$ cat config.mk
export PLATFORM = sky130hd
export DESIGN_NAME = checkpoint_buffer
export DESIGN_NICKNAME = d
export VERILOG_FILES = /design/src/rtl/checkpoint_buffer_pkg.sv /design/src/rtl/ckpt_tag_match.sv /design/src/rtl/checkpoint_buffer.sv
export SDC_FILE = /design/constraint.sdc
export NUM_CORES = 2
export LEC_CHECK = 0
export BUFFER_PORTS_ARGS = -buffer_cell sky130_fd_sc_hd__buf_2
export CAP_MARGIN = 25
export CORE_MARGIN = 2
export CORE_UTILIZATION = 40
export DETAILED_ROUTE_END_ITERATION = 10
export PLACE_DENSITY = 0.55
export SLEW_MARGIN = 20
export SYNTH_ARGS = -nofsm -noshare
export SYNTH_HDL_FRONTEND = slang
export SYNTH_SLANG_ARGS = --single-unit
$ cat constraint.sdc
create_clock -name clk -period 17.3 [get_ports clk]
set_input_delay 2.595 -clock clk [delete_from_list [all_inputs] [get_ports clk]]
set_output_delay 2.595 -clock clk [all_outputs]
set_load 0.05 [all_outputs]
$ cat src/rtl/checkpoint_buffer_pkg.sv
`default_nettype none
// ============================================================================
// Module : checkpoint_buffer_pkg
// Shared rename-checkpoint types and defaults
// Rev    : 1.0  initial release
// ============================================================================
package checkpoint_buffer_pkg;

  localparam int CKPT_DEPTH     = 4;
  localparam int PREG_COUNT     = 128;
  localparam int CKPT_ROB_TAG_W = 5;
  localparam int CKPT_FL_PTR_W  = 7;

  typedef struct packed {
    logic                      valid;
    logic [31:0]               pc;
    logic [CKPT_ROB_TAG_W-1:0] rob_tag;
    logic [CKPT_FL_PTR_W-1:0]  fl_ptr;
    logic [PREG_COUNT-1:0]     rdy;
  } ckpt_entry_t;

  // Single-snapshot record still used by the older in-order pipeline
  typedef struct packed {
    logic                      valid;
    logic [31:0]               pc;
    logic [CKPT_FL_PTR_W-1:0]  fl_ptr;
    logic [PREG_COUNT-1:0]     rdy;
  } checkpoint;

  typedef enum logic [1:0] {
    RES_NONE    = 2'd0,
    RES_CORRECT = 2'd1,
    RES_MISPRED = 2'd2
  } ckpt_resolve_e;

endpackage : checkpoint_buffer_pkg
`default_nettype wire

$ cat src/rtl/ckpt_tag_match.sv
`default_nettype none
// ============================================================================
// Module : ckpt_tag_match
// Combinational ROB-tag CAM over valid checkpoint entries (lowest index wins)
// Rev    : 1.0  initial release
// ============================================================================
module ckpt_tag_match #(
  parameter int DEPTH = 4,
  parameter int TAG_W = 5
) (
  input  logic [DEPTH-1:0]         i_valid,
  input  logic [DEPTH*TAG_W-1:0]   i_tags,
  input  logic [TAG_W-1:0]         i_tag,
  output logic                     o_hit,
  output logic [$clog2(DEPTH)-1:0] o_idx
);
  import checkpoint_buffer_pkg::*;

  localparam int IW = $clog2(DEPTH);

  logic [DEPTH-1:0] w_match;

  for (genvar i = 0; i < DEPTH; i++) begin : g_cmp
    assign w_match[i] = i_valid[i] && (i_tags[i*TAG_W +: TAG_W] == i_tag);
  end

  assign o_hit = |w_match;

  always_comb begin
    o_idx = '0;
    for (int i = DEPTH - 1; i >= 0; i--) begin
      if (w_match[i]) o_idx = IW'(i);
    end
  end

endmodule : ckpt_tag_match
`default_nettype wire

$ cat src/rtl/checkpoint_buffer.sv
`default_nettype none
// ============================================================================
// Module : checkpoint_buffer
// Circular age-ordered store of branch rename snapshots with wake-up tracking.
// Optional feature macro: CKPT_PERF_EN (saturating performance counters)
// Rev    : 1.0  initial release
// ============================================================================
module checkpoint_buffer #(
  parameter int DEPTH      = 4,
  parameter int PREG_COUNT = 128,
  parameter int ROB_TAG_W  = 5,
  parameter int FL_PTR_W   = 7
) (
  input  logic                       clk,
  input  logic                       rst_n,
  input  logic                       alloc_valid,
  output logic                       alloc_ready,
  input  logic [31:0]                alloc_pc,
  input  logic [ROB_TAG_W-1:0]       alloc_rob_tag,
  input  logic [FL_PTR_W-1:0]        alloc_fl_ptr,
  input  logic [PREG_COUNT-1:0]      ready_table_in,
  output logic [$clog2(DEPTH)-1:0]   alloc_id,
  input  logic                       wb_valid,
  input  logic [6:0]                 wb_preg,
  input  logic                       resolve_valid,
  input  logic [ROB_TAG_W-1:0]       resolve_rob_tag,
  input  logic                       resolve_mispredict,
  output logic                       restore_valid,
  output logic [31:0]                restore_pc,
  output logic [FL_PTR_W-1:0]        restore_fl_ptr,
  output logic [PREG_COUNT-1:0]      restore_ready_table,
  output logic                       full,
  output logic                       empty,
  output logic [$clog2(DEPTH):0]     count
`ifdef CKPT_PERF_EN
  ,
  output logic [31:0]                perf_alloc_cnt,
  output logic [31:0]                perf_mispredict_cnt,
  output logic [31:0]                perf_full_stall_cnt
`endif
);
  import checkpoint_buffer_pkg::*;

  localparam int PW = $clog2(DEPTH);

  logic [PW:0]            r_head;
  logic [PW:0]            r_tail;
  logic [DEPTH-1:0]       r_valid;
  logic [31:0]            r_pc   [DEPTH];
  logic [ROB_TAG_W-1:0]   r_tag  [DEPTH];
  logic [FL_PTR_W-1:0]    r_flp  [DEPTH];
  logic [PREG_COUNT-1:0]  r_rdy  [DEPTH];

  logic [DEPTH*ROB_TAG_W-1:0] w_tags_flat;
  logic                   w_hit;
  logic [PW-1:0]          w_hit_idx;
  ckpt_resolve_e          w_res;
  logic                   w_mispred;
  logic                   w_correct;
  logic                   w_alloc;
  logic                   w_head_adv;
  logic [PREG_COUNT-1:0]  w_wb_onehot;
  logic [PW-1:0]          w_mp_dist;
  logic [PW:0]            w_mp_tail;
  logic [DEPTH-1:0]       w_wr;
  logic [DEPTH-1:0]       w_kill;
  logic [DEPTH-1:0]       w_clr;
  logic [DEPTH-1:0]       w_valid_nxt;

  assign count       = r_tail - r_head;
  assign empty       = (r_head == r_tail);
  assign full        = (count == (PW+1)'(DEPTH));
  assign alloc_id    = r_tail[PW-1:0];
  assign alloc_ready = !full && !(resolve_valid && resolve_mispredict);
  assign w_alloc     = alloc_valid && alloc_ready;
  assign w_head_adv  = !empty && !r_valid[r_head[PW-1:0]];
  assign w_wb_onehot = wb_valid ? ({{(PREG_COUNT-1){1'b0}}, 1'b1} << wb_preg) : '0;

  ckpt_tag_match #(
    .DEPTH (DEPTH),
    .TAG_W (ROB_TAG_W)
  ) u_tag_match (
    .i_valid (r_valid),
    .i_tags  (w_tags_flat),
    .i_tag   (resolve_rob_tag),
    .o_hit   (w_hit),
    .o_idx   (w_hit_idx)
  );

  always_comb begin
    w_res = RES_NONE;
    if (resolve_valid && w_hit) w_res = resolve_mispredict ? RES_MISPRED : RES_CORRECT;
  end

  assign w_mispred = (w_res == RES_MISPRED);
  assign w_correct = (w_res == RES_CORRECT);

  // Age offset of the mispredicted slot; the rewound tail keeps the head's wrap lineage
  assign w_mp_dist = w_hit_idx - r_head[PW-1:0];
  assign w_mp_tail = r_head + {1'b0, w_mp_dist};

  for (genvar i = 0; i < DEPTH; i++) begin : g_slot
    logic [PW-1:0] w_off;
    assign w_tags_flat[i*ROB_TAG_W +: ROB_TAG_W] = r_tag[i];
    assign w_off     = PW'(i) - r_head[PW-1:0];
    assign w_wr[i]   = w_alloc && (alloc_id == PW'(i));
    assign w_kill[i] = w_mispred && (w_off >= w_mp_dist);
    assign w_clr[i]  = w_correct && (w_hit_idx == PW'(i));

    always_ff @(posedge clk) begin
      if (w_wr[i]) begin
        r_pc[i]  <= alloc_pc;
        r_tag[i] <= alloc_rob_tag;
        r_flp[i] <= alloc_fl_ptr;
        r_rdy[i] <= ready_table_in | w_wb_onehot;
      end else if (r_valid[i]) begin
        r_rdy[i] <= r_rdy[i] | w_wb_onehot;
      end
    end
  end

  always_comb begin
    w_valid_nxt = r_valid;
    for (int i = 0; i < DEPTH; i++) begin
      if (w_kill[i] || w_clr[i]) w_valid_nxt[i] = 1'b0;
      else if (w_wr[i])          w_valid_nxt[i] = 1'b1;
    end
  end

  always_ff @(posedge clk or negedge rst_n) begin
    if (!rst_n) begin
      r_head  <= '0;
      r_tail  <= '0;
      r_valid <= '0;
    end else begin
      r_valid <= w_valid_nxt;
      if (w_head_adv) r_head <= r_head + 1'b1;
      if (w_mispred)    r_tail <= w_mp_tail;
      else if (w_alloc) r_tail <= r_tail + 1'b1;
    end
  end

  always_ff @(posedge clk or negedge rst_n) begin
    if (!rst_n) begin
      restore_valid       <= 1'b0;
      restore_pc          <= '0;
      restore_fl_ptr      <= '0;
      restore_ready_table <= '1;
    end else begin
      restore_valid <= w_mispred;
      if (w_mispred) begin
        restore_pc          <= r_pc[w_hit_idx];
        restore_fl_ptr      <= r_flp[w_hit_idx];
        restore_ready_table <= r_rdy[w_hit_idx] | w_wb_onehot;
      end
    end
  end

`ifdef CKPT_PERF_EN
  always_ff @(posedge clk or negedge rst_n) begin
    if (!rst_n) begin
      perf_alloc_cnt      <= '0;
      perf_mispredict_cnt <= '0;
      perf_full_stall_cnt <= '0;
    end else begin
      if (w_alloc && (perf_alloc_cnt != '1))
        perf_alloc_cnt <= perf_alloc_cnt + 1'b1;
      if (w_mispred && (perf_mispredict_cnt != '1))
        perf_mispredict_cnt <= perf_mispredict_cnt + 1'b1;
      if (alloc_valid && full && (perf_full_stall_cnt != '1))
        perf_full_stall_cnt <= perf_full_stall_cnt + 1'b1;
    end
  end
`endif

endmodule : checkpoint_buffer
`default_nettype wire

==> results.cfg <==
[outcome]
status = finished clean

[worst_hold_path]
hold_end = restore_ready_table[29]
min_from = restore_ready_table[29]
holdCritPathClass = flop to flop
min_path_cells = 2

[pwr]
p_leak_uw = 0.0202
pwr-share-comb = 0.389
p_total_uw = 10500
powerDensity_nw_per_um2 = 217
clkPwrFrac = 0.200
switching_share = 0.423
p_int_uw = 6070
p_seq_frac = 0.411
p_switching_uw = 4440
ir_drop_mv = 0.233

[final_layout]
syn_to_final_growth_pct = 14.4
final_area_um2 = 48500
drive_gt1_frac = 0.171
fillers = 10100
final_nets = 4695

[sta]
finalSetupTns_ns = 0
rsz0062_at_grt = no
maxSlewHeadroom = 0.235
fin_skew_ns = 0.0271
finalCritPeriodShare = 0.393
max_freq_mhz = 147
final-setup-viol-count = 0
maxSlewViolCount = 0
period_minus_slack_ns = 6.79
layout_setup_ws_ns = 10.51
hold_viol_final = 0
tightest_slew_ns = 1.15

[cts]
numCtsBuffers = 99
cts-hold-fix-buffers = 0
cts_sinks = 866
tritoncts = yes
clk_latency_ns = 0.70
cts-root-buf = clkbuf_16
clk_pin_slew_ns = 0.06
post_cts_buffers = 0
cts_resized = 0
cts_max_level = 3
clockBufferDepth = 3

[yosys]
yosysTopAreaCell = edfxtp_1
yosys_register_bits = 866
yosys_warnings = 0
yosysMostFrequentCell = nand2_1
synthDistinctLibCells = 57
synth_edf_count = 688
synth_seq_area_share = 0.596
synth_top_area_share = 0.488
synth_area_leaders = edfxtp_1, nand2_1, dfstp_2
synthCells = 4267
netlist_area_um2 = 42400
syn_nets = 4473
avgSynthCellArea_um2 = 9.93
synthFlopType = edfxtp_1
synthArstFlopShare = 0.206
synthTopCellsByCount = nand2_1, edfxtp_1, nand3_1

[drt]
routed_wl_mm = 161
drc = 0
drt-initial-drc-count = 4468
antenna_left = 0
routed_via_density = 5.96
drt-pass1-iter-count = 9
routed-via-count = 35700
wire_per_inst_um = 26.9

[place]
hpwl_mm = 91.3
post_dp_cell_area_um2 = 45200
gp_congestion = 0.821
pre_cts_ws_ns = 9.68
io_buffer_count = 365

[setup_path]
r2r_cells = 9
start_kind = input pin
critPathArrivalTime_ns = 7.40
reg2reg_to = restore_ready_table[51]
r2r_slack_ns = 12.15
cp-end-kind = flop
path_max_fanout = 146
critPathKind = input pin to flop
crit_required_ns = 17.90
r2r_start = r_tag[0][4]

[grt]
grt_pass1_wl_mm = 234
grt_pass1_vias = 34600
antenna_found_initial = 46
grtUsageTotal = 0.291
grt_overflow = 0
grt_max_degree = 147

[floorplan]
die_h_um = 329
die_area_um2 = 109000
row_count = 119
start_util = 0.403
coreArea_um2 = 105000
dieWidth_um = 329
ioPinCount = 366

[flow_run]
maxCapViolations = 0
[worst max path at each step]
stage	from	slack, ns	endpoint
3_5_place_dp	resolve_rob_tag[4]	9.68	restore_ready_table[35]
4_1_cts	resolve_rob_tag[4]	10.42	restore_ready_table[35]
5_1_grt	resolve_rob_tag[4]	10.17	restore_ready_table[35]
6_report	resolve_rob_tag[4]	10.51	restore_ready_table[51]
3_3_place_gp	resolve_rob_tag[4]	9.80	restore_ready_table[42]
2_1_floorplan	resolve_mispredict	10.23	r_valid[2]
[metrics by stage]
| step | std cells | util | hold WS, ns |
|---|---|---|---|
| floorplan | 4267 | - | 0.506 |
| detailed placement | 5778 | 0.430 | 0.491 |
| global placement | 5772 | 0.429 | 0.488 |
| finish | 5989 | 0.461 | 0.496 |
| global route | 5978 | 0.461 | 0.506 |
| CTS | 5966 | 0.461 | 0.500 |
[cell families after synthesis]
kind of cell               after synthesis  share of synthesized area
AOI/OAI and AO/OA                      713                      0.123
muxes                                    1                   0.000531
and+or+nand+nor                       2297                      0.228
DFF                                    866                      0.596
adders and majority gates               16                    0.00543
buffers and inverters                  346                     0.0399
xor gates and xnor gates                28                    0.00614
[critical path: stages]
cell and delay [ns]:
buf_2 0.14, xor2_1 0.17, nor4_4 0.64, nand2_8 0.61, a31o_2 0.52, inv_8 0.57
buf_4 0.83, buf_4 0.91, nor2_1 0.11, a31oi_1 0.18
[sequential cells by signal (all words and copies together), names as in the netlist]
name,count
r_tag,20
restore_valid,1
r_flp,28
r_head,3
r_tail,3
restore_fl_ptr,7
r_pc,128
restore_ready_table,128
r_valid,4
r_rdy,512
restore_pc,32
[cells in the final DEF, fill, tap and decap left out, types with 5 or more instances in the layout]
master     instances
nand2_1         1324
edfxtp_1         688
nand3_1          623
buf_2            365
nor2_1           231
a21o_1           163
a31oi_1          163
dfstp_2          128
clkbuf_16        101
a21boi_0          76
a222oi_1          75
o21ai_0           72
buf_4             66
a221oi_1          54
a21oi_1           50
dfrtp_1           50
a221o_1           37
inv_1             26
xnor2_1           23
diode_2           22
clkbuf_1          22
clkinv_2          21
clkbuf_8          20
clkinv_1          14
nor3_1            13
nand2b_1          12
or2_2             12
ha_1              12
o211ai_1          10
and2_1             8
nor2_2             8
nor2_4             7
or3_1              7
and3_1             6
nor3_2             6
and2_4             5
[power by group through the flow]
stage               Clock (µW)  Sequential (µW)  Combinational (µW)
floorplan                    0             4930                2210
global placement             0             4320                3990
detailed placement           0             4330                4060
CTS                       2130             4310                4070
global route              2210             4430                4420
finish                    2110             4320                4090
[layout make-up]
class                           count  area (µm²)  area share
Antenna cell                       22        55.1     0.00114
Clock buffer                      143        2890      0.0595
Clock inverter                     45         345     0.00712
Inverter                           31         124     0.00255
Multi-Input combinational cell   3055       15700       0.323
Sequential cell                   866       25300       0.521
Tap cell                         1391        1740      0.0359
Timing Repair Buffer              436        2410      0.0497
[per-layer routing]
layer  share of wire  wire length [µm]  GRT usage  up-vias
met3            0.11             17300     0.0710      335
met5          0.0015               235          0        -
met2            0.46             74900      0.463     1987
li1                -                 -          -    15800
met4           0.032              5240     0.0995       40
met1            0.39             63500      0.388    17500
(Power assumes the default switching activity.)
